--- src/rtl/usermem_arbiter.sv ---
// usermem_arbiter: shares one user memory between the CU port and the HOST
// port. Each access runs IDLE -> ACCESS (WAIT_STATES+1 cycles) -> DONE, and
// simultaneous requests alternate round-robin. All outputs are registered.
module usermem_arbiter #(
    parameter int ADDR_W      = 8,
    parameter int DATA_W      = 8,
    parameter int WAIT_STATES = 1
) (
    input  logic              clk,
    input  logic              reset,
    input  logic              cu_req,
    input  logic              cu_rw,
    input  logic [ADDR_W-1:0] cu_addr,
    input  logic [DATA_W-1:0] cu_wdata,
    output logic [DATA_W-1:0] cu_rdata,
    output logic              cu_ack,
    input  logic              host_req,
    input  logic              host_rw,
    input  logic [ADDR_W-1:0] host_addr,
    input  logic [DATA_W-1:0] host_wdata,
    output logic [DATA_W-1:0] host_rdata,
    output logic              host_ack,
    output logic              mem_en,
    output logic              mem_rw,
    output logic [ADDR_W-1:0] mem_address,
    output logic [DATA_W-1:0] mem_wdata,
    input  logic [DATA_W-1:0] mem_rdata,
    output logic              busy,
    output logic              owner
);

    typedef enum logic [1:0] {S_IDLE, S_ACCESS, S_DONE} state_t;

    // Wait counter is 3 bits wide: WAIT_STATES is limited to 0..7.
    localparam logic [2:0] WAIT_INIT = 3'(WAIT_STATES);

    state_t            r_state;
    logic [2:0]        r_cnt;
    logic              r_last_owner;
    logic              r_owner;
    logic              r_mem_en;
    logic              r_mem_rw;
    logic [ADDR_W-1:0] r_mem_address;
    logic [DATA_W-1:0] r_mem_wdata;
    logic [DATA_W-1:0] r_cu_rdata;
    logic [DATA_W-1:0] r_host_rdata;
    logic              r_cu_ack;
    logic              r_host_ack;
    logic              r_busy;

    logic              w_any_req;
    logic              w_grant_host;
    logic              w_sel_rw;
    logic [ADDR_W-1:0] w_sel_addr;
    logic [DATA_W-1:0] w_sel_wdata;

    // On a tie the port that did not win last time is granted; otherwise the lone requester.
    assign w_any_req    = cu_req | host_req;
    assign w_grant_host = (cu_req & host_req) ? ~r_last_owner : host_req;
    assign w_sel_rw     = w_grant_host ? host_rw    : cu_rw;
    assign w_sel_addr   = w_grant_host ? host_addr  : cu_addr;
    assign w_sel_wdata  = w_grant_host ? host_wdata : cu_wdata;

    // Arbitration FSM with registered memory-side and port-side outputs.
    always_ff @(posedge clk or negedge reset) begin
        if (!reset) begin
            r_state       <= S_IDLE;
            r_cnt         <= '0;
            r_last_owner  <= 1'b1;
            r_owner       <= 1'b0;
            r_mem_en      <= 1'b0;
            r_mem_rw      <= 1'b0;
            r_mem_address <= '0;
            r_mem_wdata   <= '0;
            r_cu_rdata    <= '0;
            r_host_rdata  <= '0;
            r_cu_ack      <= 1'b0;
            r_host_ack    <= 1'b0;
            r_busy        <= 1'b0;
        end else begin
            case (r_state)
                S_IDLE: begin
                    r_cu_ack   <= 1'b0;
                    r_host_ack <= 1'b0;
                    if (w_any_req) begin
                        r_mem_rw      <= w_sel_rw;
                        r_mem_address <= w_sel_addr;
                        r_mem_wdata   <= w_sel_wdata;
                        r_owner       <= w_grant_host;
                        r_last_owner  <= w_grant_host;
                        r_cnt         <= WAIT_INIT;
                        r_mem_en      <= 1'b1;
                        r_busy        <= 1'b1;
                        r_state       <= S_ACCESS;
                    end
                end
                S_ACCESS: begin
                    if (r_cnt == 3'd0) begin
                        // Read data is only valid in the last access cycle.
                        if (!r_mem_rw) begin
                            if (r_owner) r_host_rdata <= mem_rdata;
                            else         r_cu_rdata   <= mem_rdata;
                        end
                        r_mem_en   <= 1'b0;
                        r_cu_ack   <= ~r_owner;
                        r_host_ack <= r_owner;
                        r_state    <= S_DONE;
                    end else begin
                        r_cnt <= r_cnt - 3'd1;
                    end
                end
                S_DONE: begin
                    r_cu_ack   <= 1'b0;
                    r_host_ack <= 1'b0;
                    r_busy     <= 1'b0;
                    r_state    <= S_IDLE;
                end
                default: begin
                    r_mem_en   <= 1'b0;
                    r_cu_ack   <= 1'b0;
                    r_host_ack <= 1'b0;
                    r_busy     <= 1'b0;
                    r_state    <= S_IDLE;
                end
            endcase
        end
    end

    assign cu_rdata    = r_cu_rdata;
    assign cu_ack      = r_cu_ack;
    assign host_rdata  = r_host_rdata;
    assign host_ack    = r_host_ack;
    assign mem_en      = r_mem_en;
    assign mem_rw      = r_mem_rw;
    assign mem_address = r_mem_address;
    assign mem_wdata   = r_mem_wdata;
    assign busy        = r_busy;
    assign owner       = r_owner;

endmodule

--- config.mk ---
export PLATFORM = sky130hd
export DESIGN_NAME = usermem_arbiter
export DESIGN_NICKNAME = d
export VERILOG_FILES = /design/src/rtl/usermem_arbiter.sv
export SDC_FILE = /design/constraint.sdc
export NUM_CORES = 1
export LEC_CHECK = 0
export BUFFER_PORTS_ARGS = -buffer_cell sky130_fd_sc_hd__buf_2
export CORE_MARGIN = 2
export CORE_UTILIZATION = 30
export CTS_BUF_LIST = sky130_fd_sc_hd__clkbuf_8
export CTS_CLUSTER_SIZE = 16
export DETAILED_ROUTE_END_ITERATION = 10
export PLACE_DENSITY = 0.55
export SLEW_MARGIN = 25
export SYNTH_ARGS = -nofsm -noshare
export SYNTH_HDL_FRONTEND = slang
export SYNTH_SLANG_ARGS = --single-unit
export TNS_END_PERCENT = 100
--- constraint.sdc ---
create_clock -name clk -period 2.3 [get_ports clk]
set_clock_uncertainty 0.1 [all_clocks]
set_input_delay 0.23 -clock clk [delete_from_list [all_inputs] [get_ports clk]]
set_output_delay 0.23 -clock clk [all_outputs]
set_load 0.01 [all_outputs]
# Word level (Yosys, flattened, before mapping)
# Cells that the tools add are included.
# totals
register_bits,44
wordCells,54
out_inout_bits,38
# classes
bitwise_logic,7
n_eq_ne,5
n_mux,18
add_sub_neg,1
reduce_logical,10
# op_table
operator,count
$mux W8,2
$mux W1,8
$reduce_and A4 Y1,2
$mux W3,2
$ne A2 B2 Y1 const B,3
$pmux W3 S2,1
$reduce_and A2 Y1,3
$reduce_and A3 Y1,2
$not A1 Y1,5
$mux W2,2
$pmux W2 S2,1
$logic_not A3 Y1,1
$pmux W1 S3,1
$sub A3 B1 Y3 const B,1
$eq A2 B1 Y1 const B,1
$eq A2 B2 Y1 const B,1
$logic_not A2 Y1,1
$pmux W1 S2,1
$reduce_bool A2 Y1,1
$and A1 B1 Y1,1
$or A1 B1 Y1,1

# Logic depth before layout (Yosys ltp)
# Gate-level depths: netlist (run 1).
# depth
ltp_word,3
ltp_mapped,6
mapped_depth_nobuf,5

# Worst setup path before layout (run 1)
# Ideal clock, no wire load.
# synth_path
path_type,reg2reg
from,register r_cnt[0]
to,register r_cu_rdata[0] (netlist: cu_rdata[0])
path_stages_with_launch,7
setup_time_ns,0.125
slack_ns,0.687
t_arrival_ns,1.388
t_required_ns,2.075
path_buffers,1
cell_sequence,dfrtp_1 inv_1 ha_1 and4bb_2 buf_6 nand2_2 mux2_2
# synth_between
elab_chain_len,2
# synth_lines
item,line_no,text
from (decl),38,logic [2:0] r_cnt;
from (signal assigned),109,r_cnt <= r_cnt - 3'd1;
$logic_not A3 Y1,98,if (r_cnt == 3'd0) begin
$reduce_and A4 Y1 (no line),-,
to (signal assigned),102,else r_cu_rdata <= mem_rdata;
to (decl),45,logic [DATA_W-1:0] r_cu_rdata;
# Every way passes these cells.
# A chain may end at the register's enable or synchronous reset.

# Final worst setup path (run 1)
# layout_path
from,register r_last_owner
to,register r_mem_address[1] (netlist: mem_address[1])
# layout_between
elab_chain_len,3
# layout_lines
item,line_no,text
from (decl),39,logic r_last_owner;
from (signal assigned),90,r_last_owner <= w_grant_host;
$not A1 Y1,59,assign w_grant_host = (cu_req & host_req) ? ~r_last_owner : host_req;
$mux W1,59,
$mux W8,61,assign w_sel_addr = w_grant_host ? host_addr : cu_addr;
to (signal assigned),87,r_mem_address <= w_sel_addr;
to (decl),43,logic [ADDR_W-1:0] r_mem_address;
# Every way passes these cells.

==> qor.txt, run 1 <==
GRT Total Usage = 12.0%
CTS Buffer Depth = 2
Area delta synth->final = 30.4%
Vias = 1,494
Max_cap viols = 0
Die W = 84.8 um
CP max stage delay = 550 ps
Tot Pwr = 3.43 mW
Pre-antenna DRT Iters = 4
Input/output buffers = 83
Fill cells = 646
Critical path class = reg -> reg
Top delay family on crit path = compound AO/OA/AOI/OAI gates
Critical path arrival = 1710 ps
Mapped Nets = 205
Final min period = 1660 ps
Fin Hold WS = 9.32 ps
Global route total overflow = 0
Register area share after synthesis = 56.3%
Synthesized area per cell = 12.5 sq um
Buf+Inv Stages, Crit Path = 0
Fin. Hold Viols = 0
Setup TNS = 0 ps
Critical Path End Type = flop
First-pass GRT wire length = 6.96 mm
IO Count = 84
Final core occ = 40.4%
Max VDD drop = 495 uV
Ant. Diodes = 0
Post-cts sizing count = 0
Crit-path cells = a21bo_2 -> mux2i_1 -> a31oi_1
Synthesized instance count = 157
Slew headroom = 54.2%
Setup violations, final = 0
# rows = 29
Core box area = 0.00631 sq mm
CTS Root Cell = clkbuf_8
CTS tree = yes
Nets = 287
Vias in the first global route = 1,433
CP Launch Type = flop
Drt wl/cell = 12.9 um
Final WL = 4.10 mm
Reg clk slew, reported paths = 80 ps
Cell area after synthesis = 0.00196 sq mm
Hpwl dp = 3.00 mm
Pwr dens = 1340 mW/mm^2
Commonest non-fill, non-tap cell in the layout = buf_2
DIE AREA = 0.00719 sq mm
Post-route ant nets = 0
Starting DRT DRC Count = 34
Fmax = 0.602 GHz
Vias per cell = 4.71
R2R setup slack = 640 ps
Most frequent cells in the layout = buf_2 (83), dfrtp_1 (43), a21oi_1 (18), a31oi_1 (18), mux2i_1 (18)
Worst-path fanout max = 18
Residual DRC = 0
Slowest stage cell on the critical path = dfstp_2
Pin count of the biggest net entering global routing = 39
Seq cells post-synth = 44
Gp weighted congestion = 0.694
CTS Sinks = 44
Layout cell share with drive strength beyond 1 = 49.2%
Clock latency on the worst-skew pair = 290 ps
Die Ht = 84.8 um
Initial core utilization = 31.0%
Pleak = 1.28 nW
CP required = 2350 ps
Worst Tran Pin Value = 687 ps
Initial antenna violation count = 0
Worst hold path type = in -> reg
Final period util = 72.3%
CTS Buf Count = 5
Post-synth cell types = 31
Status = complete, no violations
RSZ-0062 raised after global routing = no
YS warnings = 0
Fin. max-slew vios = 0
Htree depth = 2
==> through the flow <==
step / setup WS [ps] / instances / area, sq um
after global placement: 602 / 308 / 2420
final: 638 / 317 / 2550
after floorplan: 687 / 157 / 1960
after detailed placement: 597 / 308 / 2420
after global routing: 517 / 317 / 2550
after CTS: 589 / 317 / 2550
==> metal layers <==
layer | track usage, % | share of wire [%] | routed length (um)
met4 | 4.33 | 1.7 | 69
met2 | 17.9 | 47 | 1930
met1 | 16.7 | 46 | 1880
met5 | 0 | 0 | 0
met3 | 3.54 | 5.3 | 216
==> cells by family (layout without fill, tap and decap cells) <==
kind of cell | count (synthesis) | in the layout | synth area share (%)
DFF | 44 | 44 | 56.3
adders and majority gates | 2 | 2 | 1.28
and+or+nand+nor | 13 | 13 | 4.73
buffers and inverters | 17 | 100 | 4.47
muxes | 34 | 34 | 18.4
AOI/OAI and AO/OA | 47 | 47 | 14.8
==> path summary, 6_finish.rpt <==
kind                                          startpoint                          to  depth (start not counted)
min in group asynchronous                          reset     cu_rdata[5]$_DFFE_PN0P_                          2
worst min register to register      r_cnt[1]$_DFFE_PN0P_        r_cnt[1]$_DFFE_PN0P_                          1
worst max register to register  r_last_owner$_DFFE_PN1P_  mem_address[1]$_DFFE_PN0P_                          3
worst min-delay path                              cu_req    r_last_owner$_DFFE_PN1P_                          2
worst max-delay path            r_last_owner$_DFFE_PN1P_  mem_address[1]$_DFFE_PN0P_                          3
max in group asynchronous                          reset        r_cnt[0]$_DFFE_PN0P_                          3
==> synth_stat cells (all sizes together) <==
master,instances,share of area [%]
a22oi,1,0.38
a221oi,1,0.45
nand3b,1,1.0
a21bo,1,0.51
dfrtp,43,55
and2,1,0.32
nand2,3,0.70
clkbuf,4,0.77
buf,7,2.6
o2bb2ai,1,0.45
mux2,16,9.2
inv,6,1.2
a21o,1,0.38
a22o,3,1.3
ha,2,1.3
mux2i,18,9.2
or2,1,0.32
nor3,1,0.26
o21ai,2,0.51
dfstp,1,1.3
and2b,1,0.45
a21oi,18,4.6
nor2b,1,0.32
nand2b,1,0.32
nor2,2,0.38
a31oi,18,5.8
and4bb,1,0.64
a31o,1,0.45
==> what timing repair did <==
action                                 CTS  global route
hold buffers                             1             0
buffers inserted                         0             0
endpoints found under the hold margin   14             0
==> report_power, final <==
part	total (mW)	internal, mW	switching [mW]
combinational	1.42	0.675	0.743
sequential	1.38	1.16	0.217
clock	0.628	0.355	0.273
total	3.43	2.19	1.23
==> sequential cells by signal, summed over array words and instances (netlist names) <==
name and count:
host_ack 1, mem_en 1, cu_ack 1, mem_address 8, mem_rw 1, r_cnt 3, cu_rdata 8, r_state 2
owner 1, busy 1, host_rdata 8, r_last_owner 1, mem_wdata 8
==> layout make-up <==
| type | count | area (sq um) | share of cell area [%] |
|---|---|---|---|
| well taps | 77 | 96.3 | 3.77 |
| clock buffers | 6 | 82.6 | 3.23 |
| multi-input cells | 96 | 771 | 30.2 |
| clock inverters | 2 | 38.8 | 1.52 |
| repair buffers | 86 | 440 | 17.2 |
| inverters | 6 | 22.5 | 0.882 |
| flip-flops and latches | 44 | 1100 | 43.2 |
No activity file was read; power rests on OpenSTA's default activity.
==> run 2: changes to the inputs <==
--- a/config.mk
+++ b/config.mk
@@ -5,13 +5,14 @@
 export SDC_FILE = /design/constraint.sdc
 export NUM_CORES = 1
 export LEC_CHECK = 0
+export ABC_AREA = 1
 export BUFFER_PORTS_ARGS = -buffer_cell sky130_fd_sc_hd__buf_2
 export CORE_MARGIN = 2
 export CORE_UTILIZATION = 30
 export CTS_BUF_LIST = sky130_fd_sc_hd__clkbuf_8
 export CTS_CLUSTER_SIZE = 16
 export DETAILED_ROUTE_END_ITERATION = 10
-export PLACE_DENSITY = 0.55
+export PLACE_DENSITY = 0.53
 export SLEW_MARGIN = 25
 export SYNTH_ARGS = -nofsm -noshare
 export SYNTH_HDL_FRONTEND = slang
==> constraint.sdc (replaced) <==
create_clock -name clk -period 1.62 [get_ports clk]
set_clock_uncertainty 0.1 [all_clocks]
set_input_delay 0.162 -clock clk [delete_from_list [all_inputs] [get_ports clk]]
set_output_delay 0.162 -clock clk [all_outputs]
set_load 0.01 [all_outputs]
==> qor.txt, run 2 <==
Status = complete, no violations
Layout cell share with drive strength beyond 1 = 31.5%
YS warnings = 0
Top delay family on crit path = simple AND/OR/NAND/NOR gates
Nets = 418
Worst-path fanout max = 10
Ant. Diodes = 0
Synth Flop Type = dfrtp_1
Fin. max-slew vios = 0
Synth top area share = 49.1%
# rows = 31
Reg clk slew, reported paths = 90 ps
Pin count of the biggest net entering global routing = 45
# Post-CTS Setup Buffers = 0
Input/output buffers = 83
RSZ-0062 raised after global routing = no
Setup violations, final = 0
Critical path class = reg -> reg
Buf+Inv Stages, Crit Path = 1
Area after DPL = 0.00273 sq mm
CTS Root Cell = clkbuf_8
First-pass GRT wire length = 8.84 mm
Starting DRT DRC Count = 82
Vias in the first global route = 1,866
Commonest cells post-synth = nand2_1 (108), nand3_1 (54), dfrtp_1 (43), inv_1 (42)
Gp weighted congestion = 0.780
Pwr dens = 1830 mW/mm^2
CP max stage delay = 400 ps
Slew headroom = 69.9%
CTS Sinks = 44
Synthesized instance count = 281
Hold Path Depth = 3
DIE AREA = 0.00800 sq mm
EDFF count, synth = 0
Global route total overflow = 0
Slowest stage cell on the critical path = dfrtp_1
Crit-path cells = inv_1 -> ha_1 -> nand2_4 -> nor2_4 -> nand2_4 -> nand2_1 -> nand2_1
Pleak = 1.70 nW
Vias = 1,958
Max_cap viols = 0
Final core occ = 39.4%
Worst Tran Pin Value = 450 ps
Final WL = 5.32 mm
Register area share after synthesis = 50.3%
CTS Buf Count = 5
R2R depth = 7
Area delta synth->final = 29.0%
IO Count = 84
Clock latency on the worst-skew pair = 300 ps
Hpwl dp = 3.87 mm
Die Ht = 89.5 um
Initial core utilization = 30.5%
Drt wl/cell = 11.3 um
Residual DRC = 0
Post-route ant nets = 0
Max VDD drop = 667 uV
Final Cell Area = 0.00283 sq mm
Initial antenna violation count = 0
Final min period = 1450 ps
CTS Buffer Depth = 2
Most frequent cells in the layout = nand2_1 (108), buf_2 (83), nand3_1 (54), dfrtp_1 (43), inv_1 (42)
Post-synth ARST share = 100%
Mapped Nets = 329
Fmax = 0.689 GHz
Die W = 89.5 um
Core box area = 0.00718 sq mm
Pre-antenna DRT Iters = 4
Synthesized area per cell = 7.80 sq um
Final period util = 89.6%
Worst hold path type = in -> reg
Critical Path End Type = flop
Vias per cell = 4.17
Critical Path Stages = 7
CP required = 1720 ps
Fin. Hold Viols = 0
Largest cells by area after synthesis = dfrtp_1 (49%), nand2_1 (19%), nand3_1 (12%), inv_1 (7.2%), nand2_4 (2.6%)
Seq cells post-synth = 44
Cell area after synthesis = 0.00219 sq mm
Count leader, synth = nand2_1
Post-synth cell types = 16
Setup TNS = 0 ps
GRT Total Usage = 14.4%
Area leader, netlist = dfrtp_1
CP Launch Type = flop
Commonest non-fill, non-tap cell in the layout = nand2_1
CTS tree = yes
Htree depth = 2
Critical path arrival = 1550 ps
[run 2: cell types whose count changed after synthesis, sizes merged, moves of 3 or more]
cell    change
a31oi      -18
nor2        +8
mux2i      -18
a22o        -3
nand2     +115
inv        +39
clkbuf      -4
nand3      +54
mux2       -16
a21oi      -18
[run 2: layout make-up]
class	instances	area (sq um)
Sequential cell	44	1100
Inverter	45	169
Tap cell	99	124
Fill cell	779	4350
Clock buffer	5	68.8
Timing Repair Buffer	89	475
Multi-Input combinational cell	185	868
Clock inverter	3	18.8
[run 2: where the power goes]
part | internal (mW) | total [mW] | switching (mW)
Combinational | 0.930 | 2.50 | 1.57
Clock | 0.301 | 0.686 | 0.385
Sequential | 1.66 | 1.98 | 0.322
[run 2: kinds of logic after synthesis]
kind of cell	after synthesis	synth area share [%]
AND/OR/NAND/NOR	182	38.3
AO/OA/AOI/OAI	1	0.228
adder cells (fa/ha/maj)	2	1.14
flip-flops	44	50.3
buffers and inverters	52	10.1
[run 2: timing repair]
action / CTS / global route
endpoints found under the hold margin: 44 / 0
hold buffers: 1 / 0
resized for setup: 0 / 0
[run 2: metrics by stage]
stage / hold slack (ps) / power (mW) / cells / worst slack (ps)
floorplan: -234 / 3.64 / 281 / 271
global placement: 64.9 / 4.52 / 461 / 191
detailed placement: 66.3 / 4.56 / 461 / 164
CTS: 3.58 / 5.27 / 470 / 166
global route: 1.13 / 5.69 / 470 / 14.8
finish: 14.6 / 5.17 / 470 / 169
[run 2: tightest hold or removal path: stages]
cell and delay (ps):
buf_2 90, nand3_1 70, nand2_1 60
[run 2: per-layer routing]
metal / up-vias / part of all wire (%) / global-route usage (%)
li1: 1034 / - / -
met1: 864 / 46 / 18.6
met2: 54 / 48 / 23.7
met3: 6 / 4.3 / 3.23
met4: 0 / 1.7 / 5.29
met5: - / 0 / 0
[run 2: worst paths after layout]
check / start / to / slack, ps
min in group asynchronous: reset / cu_rdata[4]$_DFFE_PN0P_ / 250
max: r_cnt[0]$_DFFE_PN0P_ / host_rdata[2]$_DFFE_PN0P_ / 170
max reg2reg: r_cnt[0]$_DFFE_PN0P_ / host_rdata[2]$_DFFE_PN0P_ / 170
max in group asynchronous: reset / r_last_owner$_DFFE_PN1P_ / 870
min: mem_rdata[6] / cu_rdata[6]$_DFFE_PN0P_ / 10
min reg2reg: cu_rdata[1]$_DFFE_PN0P_ / cu_rdata[1]$_DFFE_PN0P_ / 370
